===== config.mk =====
export PLATFORM = sky130hd
export DESIGN_NAME = cpu_move_picker
export DESIGN_NICKNAME = d
export VERILOG_FILES = /design/src/rtl/cpu_move_picker.sv
export SDC_FILE = /design/constraint.sdc
export NUM_CORES = 1
export LEC_CHECK = 0
export ABC_CLOCK_PERIOD_IN_PS = 3540
export BUFFER_PORTS_ARGS = -buffer_cell sky130_fd_sc_hd__buf_4
export CORE_UTILIZATION = 51
export DETAILED_ROUTE_END_ITERATION = 12
export MAX_ROUTING_LAYER = met4
export PLACE_DENSITY_LB_ADDON = 0.3
export SYNTH_ARGS = -nofsm -noshare
export SYNTH_HDL_FRONTEND = slang
export SYNTH_SLANG_ARGS = --single-unit

===== constraint.sdc =====
create_clock -name clk -period 3.54 [get_ports clk]
set_input_delay 0.354 -clock clk [delete_from_list [all_inputs] [get_ports clk]]
set_output_delay 0.354 -clock clk [all_outputs]
set_load 0.02 [all_outputs]

===== src/rtl/cpu_move_picker.sv =====
// cpu_move_picker: picks a legal computer move from random row/column indices, falls back to a linear scan; optional stats via CPU_MOVE_STATS_EN
module cpu_move_picker #(
  parameter int ROWS      = 5,
  parameter int COLS      = 5,
  parameter int IDX_W     = 4,
  parameter int MAX_TRIES = 8
) (
  input  logic                 clk,
  input  logic                 reset,
  input  logic                 start,
  input  logic [IDX_W-1:0]     rand_fila,
  input  logic [IDX_W-1:0]     rand_col,
  input  logic [ROWS*COLS-1:0] occupied,
  input  logic                 move_ready,
  output logic                 busy,
  output logic                 move_valid,
  output logic [IDX_W-1:0]     move_fila,
  output logic [IDX_W-1:0]     move_col,
  output logic                 move_fallback,
  output logic                 board_full
`ifdef CPU_MOVE_STATS_EN
  ,
  output logic [7:0]           last_tries,
  output logic [15:0]          fallback_count
`endif
);
  localparam int N  = ROWS * COLS;
  localparam int SW = (N > 1) ? $clog2(N) : 1;
  typedef enum logic [2:0] {IDLE, SAMPLE, CHECK, SCAN, OFFER} state_t;
  state_t state, state_nx;
  logic [7:0]       tries;
  logic [SW-1:0]    scan_idx;
  logic [IDX_W-1:0] cand_fila, cand_col;
  logic [SW-1:0]    cand_idx;
  logic             cand_ok, scan_free, scan_last, tries_done;
  // Out-of-range candidates are rejected before the board bit can matter.
  assign cand_idx   = SW'(cand_fila * COLS + cand_col);
  assign cand_ok    = (32'(cand_fila) < ROWS) && (32'(cand_col) < COLS) && !occupied[cand_idx];
  assign scan_free  = !occupied[scan_idx];
  assign scan_last  = 32'(scan_idx) == N - 1;
  assign tries_done = 32'(tries) + 1 == MAX_TRIES;
  assign busy       = state != IDLE;
  assign move_valid = state == OFFER;
  // State register.
  always_ff @(posedge clk or posedge reset)
    if (reset) state <= IDLE;
    else       state <= state_nx;
  // Next-state selection.
  always_comb begin
    state_nx = state;
    case (state)
      IDLE:    state_nx = start ? SAMPLE : IDLE;
      SAMPLE:  state_nx = CHECK;
      CHECK:   state_nx = cand_ok ? OFFER : (tries_done ? SCAN : SAMPLE);
      SCAN:    state_nx = scan_free ? OFFER : (scan_last ? IDLE : SCAN);
      OFFER:   state_nx = move_ready ? IDLE : OFFER;
      default: state_nx = IDLE;
    endcase
  end
  // Candidate capture, try counting, scan walk and move registers.
  always_ff @(posedge clk or posedge reset)
    if (reset) begin
      tries         <= '0;
      scan_idx      <= '0;
      cand_fila     <= '0;
      cand_col      <= '0;
      move_fila     <= '0;
      move_col      <= '0;
      move_fallback <= 1'b0;
      board_full    <= 1'b0;
`ifdef CPU_MOVE_STATS_EN
      last_tries     <= '0;
      fallback_count <= '0;
`endif
    end else begin
      board_full <= state == SCAN && !scan_free && scan_last;
      if (state == IDLE && start) tries <= '0;
      if (state == SAMPLE) begin
        cand_fila <= rand_fila;
        cand_col  <= rand_col;
      end
      if (state == CHECK && cand_ok) begin
        move_fila     <= cand_fila;
        move_col      <= cand_col;
        move_fallback <= 1'b0;
`ifdef CPU_MOVE_STATS_EN
        last_tries    <= tries + 8'd1;
`endif
      end
      if (state == CHECK && !cand_ok) begin
        tries    <= tries + 8'd1;
        scan_idx <= '0;
      end
      if (state == SCAN && scan_free) begin
        move_fila     <= IDX_W'(32'(scan_idx) / COLS);
        move_col      <= IDX_W'(32'(scan_idx) % COLS);
        move_fallback <= 1'b1;
`ifdef CPU_MOVE_STATS_EN
        last_tries    <= 8'(MAX_TRIES);
        if (fallback_count != 16'hFFFF) fallback_count <= fallback_count + 16'd1;
`endif
      end
      if (state == SCAN && !scan_free) scan_idx <= scan_idx + SW'(1);
    end
endmodule


* After elaboration in Yosys (flattened, before gate mapping)
Cells that the tools add are included.
Word-level totals: latch bits 0, memory bits (read-only) 0, bits in writable memories 0, memories 0, logic and storage cells 63, bits in registers 34, input port bits 37, output and inout bits 12
Cells by class: order comparisons 4, mux-type cells 21, shift operators 0, divide/modulo/power cells 2, bitwise logic cells 0, reduce and logical (&&, ||, !) cells 16, equal/unequal tests 6, $mul 1, add/subtract/negate cells 4
Operator list (count):
- divider 5 x 3 -> 32 bit, second input constant | 1
- modulo 5 x 3 -> 32 bit, second input constant | 1
- two-way mux 4 bit | 4
- two-way mux 8 bit | 2
- one-hot mux 3 bit (5 select lines) | 1
- < comparator 5 x 6 -> 1 bit, second input constant | 2
- binary-select mux 1 bit (select 5 bit) | 2
- two-way mux 5 bit | 2
- adder 8 x 1 -> 9 bit, second input constant | 1
- == test 9 x 4 -> 1 bit, second input constant | 1
- two-way mux 3 bit | 3
- adder 8 x 1 -> 8 bit, second input constant | 1
- logical AND 1 bit | 8
- < comparator 4 x 3 -> 1 bit, second input constant | 2
- == test 3 x 2 -> 1 bit, second input constant | 2
- nonzero test 2 bit | 3
- adder 5 x 1 -> 5 bit, second input constant | 1
- adder 5 x 4 -> 5 bit | 1
- == test 5 bit, second input constant | 1
- multiplier 4 x 3 -> 5 bit, second input constant | 1
- two-way mux 1 bit | 5
- two-way mux 2 bit | 2
- == test 3 x 1 -> 1 bit, second input constant | 1
- == test 3 bit, second input constant | 1
- 3 further kinds | 5

* Logic depth before layout (Yosys ltp)
word-level depth 10, mapped depth 16, gate-level depth less buffers 15

* Worst setup path before layout
No wires, ideal clock.
path type register -> register, start register scan_idx[2], end register move_col[1], period minus slack after synthesis 3450 ps, path buffers 1, arrival time 3370 ps, required time 3461 ps, cell stages (with the launch flop) 17, setup time 79 ps, path slack 90 ps, path through dfrtp_1 buf_2 nor2_1 inv_1 ha_1 and4b_1 o211ai_1 and3_1 xnor2_1 ha_1 nor2b_1 nor2_1 a221oi_1 o221ai_1 nor2_1 mux2_2 mux2i_1
Between the ends: longest elaborated chain between the ends 5, elaborated cells between the ends (all ways) 7, classes of those cells div: 1; mux: 3; reduce/logical: 3
Ends and longest elaborated chain:
- from (decl) | line 32 | logic [SW-1:0] scan_idx;
- from (signal assigned) | line 103 | if (state == SCAN && !scan_free) scan_idx <= scan_idx + SW'(1);
- branches (longest 5 deep; another with modulo 5 x 3 -> 32 bit)
- to (signal assigned) | line 84 | move_col <= cand_col;
- to (signal assigned) | line 96 | move_col <= IDX_W'(32'(scan_idx) % COLS);
- to (decl) | line 18 | output logic [IDX_W-1:0] move_col,
Several ways; the timed one is not identified. The select of a mux whose other input is x is not followed. A chain may end at the register's enable or synchronous reset.

* Final worst setup path
start register cand_fila[0], end register move_col[2]
Between the ends: longest elaborated chain between the ends 8, elaborated cells between the ends (all ways) 10, classes of those cells add/sub: 1; mul: 1; order compare: 1; mux: 2; reduce/logical: 5
Ends and longest elaborated chain:
- from (decl) | line 33 | logic [IDX_W-1:0] cand_fila, cand_col;
- from (signal assigned) | line 79 | cand_fila <= rand_fila;
- multiplier 4 x 3 -> 5 bit | line 37 | assign cand_idx = SW'(cand_fila * COLS + cand_col);
- adder 5 x 4 -> 5 bit | line 37
- binary-select mux 1 bit (select 5 bit) | line 38 | assign cand_ok = (32'(cand_fila) < ROWS) && (32'(cand_col) < COLS) && !occupied[cand_idx];
- two-way mux 1 bit (not written as such) | line 38
- zero test 1 bit | line 38
- logical AND 1 bit (*) | line 38
- logical AND 1 bit (*) | line 82 | if (state == CHECK && cand_ok) begin
- nonzero test 2 bit (no line) (*)
Mark *: on every way between the ends. The rest lies on a longest branch, timed or not. The select of a mux whose other input is x is not followed.

==> impl_metrics.py <==
metrics = {
    "clock_network": {
        "ctsHtreeMaxLevel": 2,
        "cts_buffers": 5,
        "cts.clk_slew.worst_paths_ns": 0.07,
        "cts_sinks": 34,
        "insertion_delay_ns": 0.29,
        "cts_tree": "yes",
        "cts-root-buf": "clkbuf_8",
        "ctsLongestPathBuffers": 2,
        "cts_hold_buf": 0,
    },
    "setup_path": {
        "cpPeakStageDelay_ns": 0.62,
        "crit_required_ns": 3.70,
        "cp_slowest_cell": "fa_1",
        "crit_path_cell_trace": "ha_1 > ha_1 > fa_1 > nor2b_1 > a222oi_1 > a22oi_1 > mux2i_1 > nand3_2 > mux2i_1 > mux2i_1",
        "critPathCaptureType": "flop",
        "cp-startpoint": "cand_fila[0]$_DFFE_PP0P_",
        "r2r_start": "cand_fila[0]$_DFFE_PP0P_",
        "crit_cells": 10,
        "worst-path-buf-inv": 0,
        "rr_endpoint": "move_col[2]$_DFFE_PP0P_",
        "critical_path_class": "reg2reg",
        "path_common_cell": "mux2i_1",
        "rr_worst_depth": 10,
        "crit_family": "adder cells",
        "crit_fanout": 9,
        "ff2ff_setup_slack_ns": 0.13,
        "start_kind": "flop",
        "cp-endpoint": "move_col[2]$_DFFE_PP0P_",
        "cp.arrival_ns": 3.57,
    },
    "detailed_routing": {
        "drt-pass1-iter-count": 4,
        "post-route-drc-count": 0,
        "wirelength_mm": 6.60,
        "wl_per_cell_um": 15.6,
        "postRouteAntennaNets": 0,
        "drt_iter0_drc": 129,
        "vias_per_cell": 5.70,
        "vias": 2417,
    },
    "sta": {
        "worst_slew_pin_slew_ns": 0.595,
        "min_period_over_period_pct": 96.3,
        "fmax_mhz": 293,
        "hold_viol": 0,
        "slew_headroom_pct": 59.8,
        "finClkSkew_ns": 0.00718,
        "rsz0062_at_grt": "true",
        "min_period_ns": 3.41,
        "maxSlewViolCount": 0,
        "finalSetupViolCount": 0,
    },
    "global_routing": {
        "antenna_found_initial": 0,
        "gr-total-overflow": 0,
        "grtUsageTotal_pct": 24.8,
        "first_global_vias": 2431,
        "grt_max_degree": 35,
        "grt_first_pass_wirelength_mm": 11.2,
    },
    "job": {
        "cap_violations": 0,
    },
    "finish": {
        "n_fill_cell": 422,
        "n_antenna_cell": 0,
        "finalNetCount": 409,
        "syn2layout_area_growth_pct": 24.1,
        "drive_gt1_share_pct": 29.7,
        "utilization_pct": 66.6,
        "stdcell_count": 424,
    },
    "status": {
        "status": "complete, no violations",
    },
    "synth": {
        "syn_area_per_cell_um2": 9.57,
        "syn-cell-area_um2": 2800,
        "synth_top_cell_area_share_pct": 30.4,
        "yosys-top-cells-area": "dfrtp_1, mux2i_1, ha_1, mux2_2, mux4_2",
        "async_flop_share_pct": 100,
        "synth_ff_type": "dfrtp_1",
        "synthTopCellsByCount": "dfrtp_1, mux2i_1, nand2_1, ha_1, o21ai_0",
        "yosysWarnings": 0,
        "synth_seq_cells": 34,
        "synth_cell_types": 61,
        "ys_seq_area_share_pct": 30.4,
        "syn_nets": 348,
        "synth-edff-count": 0,
        "synth.most_common_cell": "dfrtp_1",
        "synth_area_leader_cell": "dfrtp_1",
        "synthCells": 292,
    },
    "die": {
        "rows": 26,
        "initial_core_util_pct": 53.7,
        "io_pins": 49,
        "die_w_um": 76.0,
        "die_area_um2": 5780,
        "coreArea_um2": 5200,
        "die_h_um": 76.0,
    },
    "placed_design": {
        "place_inst": 414,
        "dp_hpwl_mm": 5.01,
        "place.gp.congestion": 0.925,
        "portBuffers": 48,
    },
    "worst_hold_path": {
        "hp-class": "in2async",
    },
    "pwr": {
        "power_density_nw_per_um2": 955,
        "peakVddDrop_mv": 0.652,
        "p_leak_nw": 1.58,
    },
}
## per-stage QoR
step	worst slack (ns)	total power [mW]	setup TNS [ns]	instance area [um2]	hold WS (ns)
floorplan	0.0902	2.35	0	2800	0.471
global placement	0.161	2.81	0	3270	0.467
detailed placement	-0.0138	2.85	-0.0138	3270	0.477
CTS	0.0198	3.33	0	3420	0.175
global route	-0.0470	3.58	-0.153	3470	0.197
finish	0.131	3.31	0	3470	0.161
## worst min-delay path: stages
cell	delay (ns)
buf_4	0.11
inv_1	0.04
buf_4	0.37
## state kept, by name (all words and copies together) (netlist names)
name,cells
tries,8
scan_idx,5
cand_col,4
cand_fila,4
move_col,4
move_fila,4
state,3
board_full,1
move_fallback,1
## worst min-delay path by stage
stage                                    startpoint                         to  slack, ns  cells after the start
final                                         reset         state[0]$_DFF_PP0_       0.16                      3
after floorplan                         rand_col[3]    cand_col[3]$_DFFE_PP0P_       0.47                      2
after detailed placement                      reset  move_fallback$_DFFE_PP0P_       0.48                      3
after global routing                          reset    move_col[3]$_DFFE_PP0P_       0.20                      3
after global placement    move_fallback$_DFFE_PP0P_  move_fallback$_DFFE_PP0P_       0.47                      1
after CTS                                     reset       tries[7]$_DFFE_PP0P_       0.17                      3
## report_power, final
group / switching (mW) / internal, mW / leakage (nW) / total [mW]
combinational: 1.19 / 1.07 / 1.06 / 2.25
sequential: 0.114 / 0.501 / 0.444 / 0.616
clock: 0.142 / 0.300 / 0.0714 / 0.442
total: 1.45 / 1.87 / 1.58 / 3.31
## layer usage
| metal | GRT usage [%] | share of wire (%) | up-vias |
|---|---|---|---|
| met2 | 40.0 | 48 | 86 |
| met3 | 2.99 | 6.4 | 4 |
| met5 | - | 0 | - |
| met4 | 6.15 | 0.70 | 0 |
| li1 | - | - | 1183 |
| met1 | 33.5 | 45 | 1144 |
## placed cells by master, fill, tap and decap left out, drive strengths merged, types with 3 or more instances in the layout
cell type,Yosys,layout
nand2b,3,3
nand2,25,25
clkbuf,2,6
mux4,4,4
buf,11,67
a21o,4,4
mux2,13,13
inv,14,14
dfrtp,34,34
nor3,7,7
o21bai,3,3
nand3,13,13
nor2,14,14
mux2i,31,31
and2,4,4
nor2b,11,11
or3,3,3
ha,17,17
xnor2,7,7
o21ai,22,22
a31oi,4,4
a21oi,9,9
nor3b,3,3
## cells by family after synthesis
group / share of synthesized area, %
flip-flops: 30.4
AO/OA/AOI/OAI: 15.4
buffers and inverters: 5.33
XOR/XNOR: 2.82
multiplexers: 19.7
adder cells (fa/ha/maj): 9.04
AND/OR/NAND/NOR: 17.3
## what timing repair did
action	4_1_cts	5_1_grt
resized for setup	1	8
pin swaps	0	2
endpoints found under the setup margin	1	10
buffers inserted	0	2
## cell type report
cell class / instances / area, um2 / area share, %
inverter: 14 / 52.6 / 1.52
clock inverter: 2 / 60.1 / 1.73
timing repair buffer: 67 / 503 / 14.5
multi-input combinational: 231 / 1830 / 52.8
tap: 70 / 87.6 / 2.53
clock buffer: 6 / 82.6 / 2.38
sequential: 34 / 852 / 24.6
No activity file was read; power rests on OpenSTA's default activity.
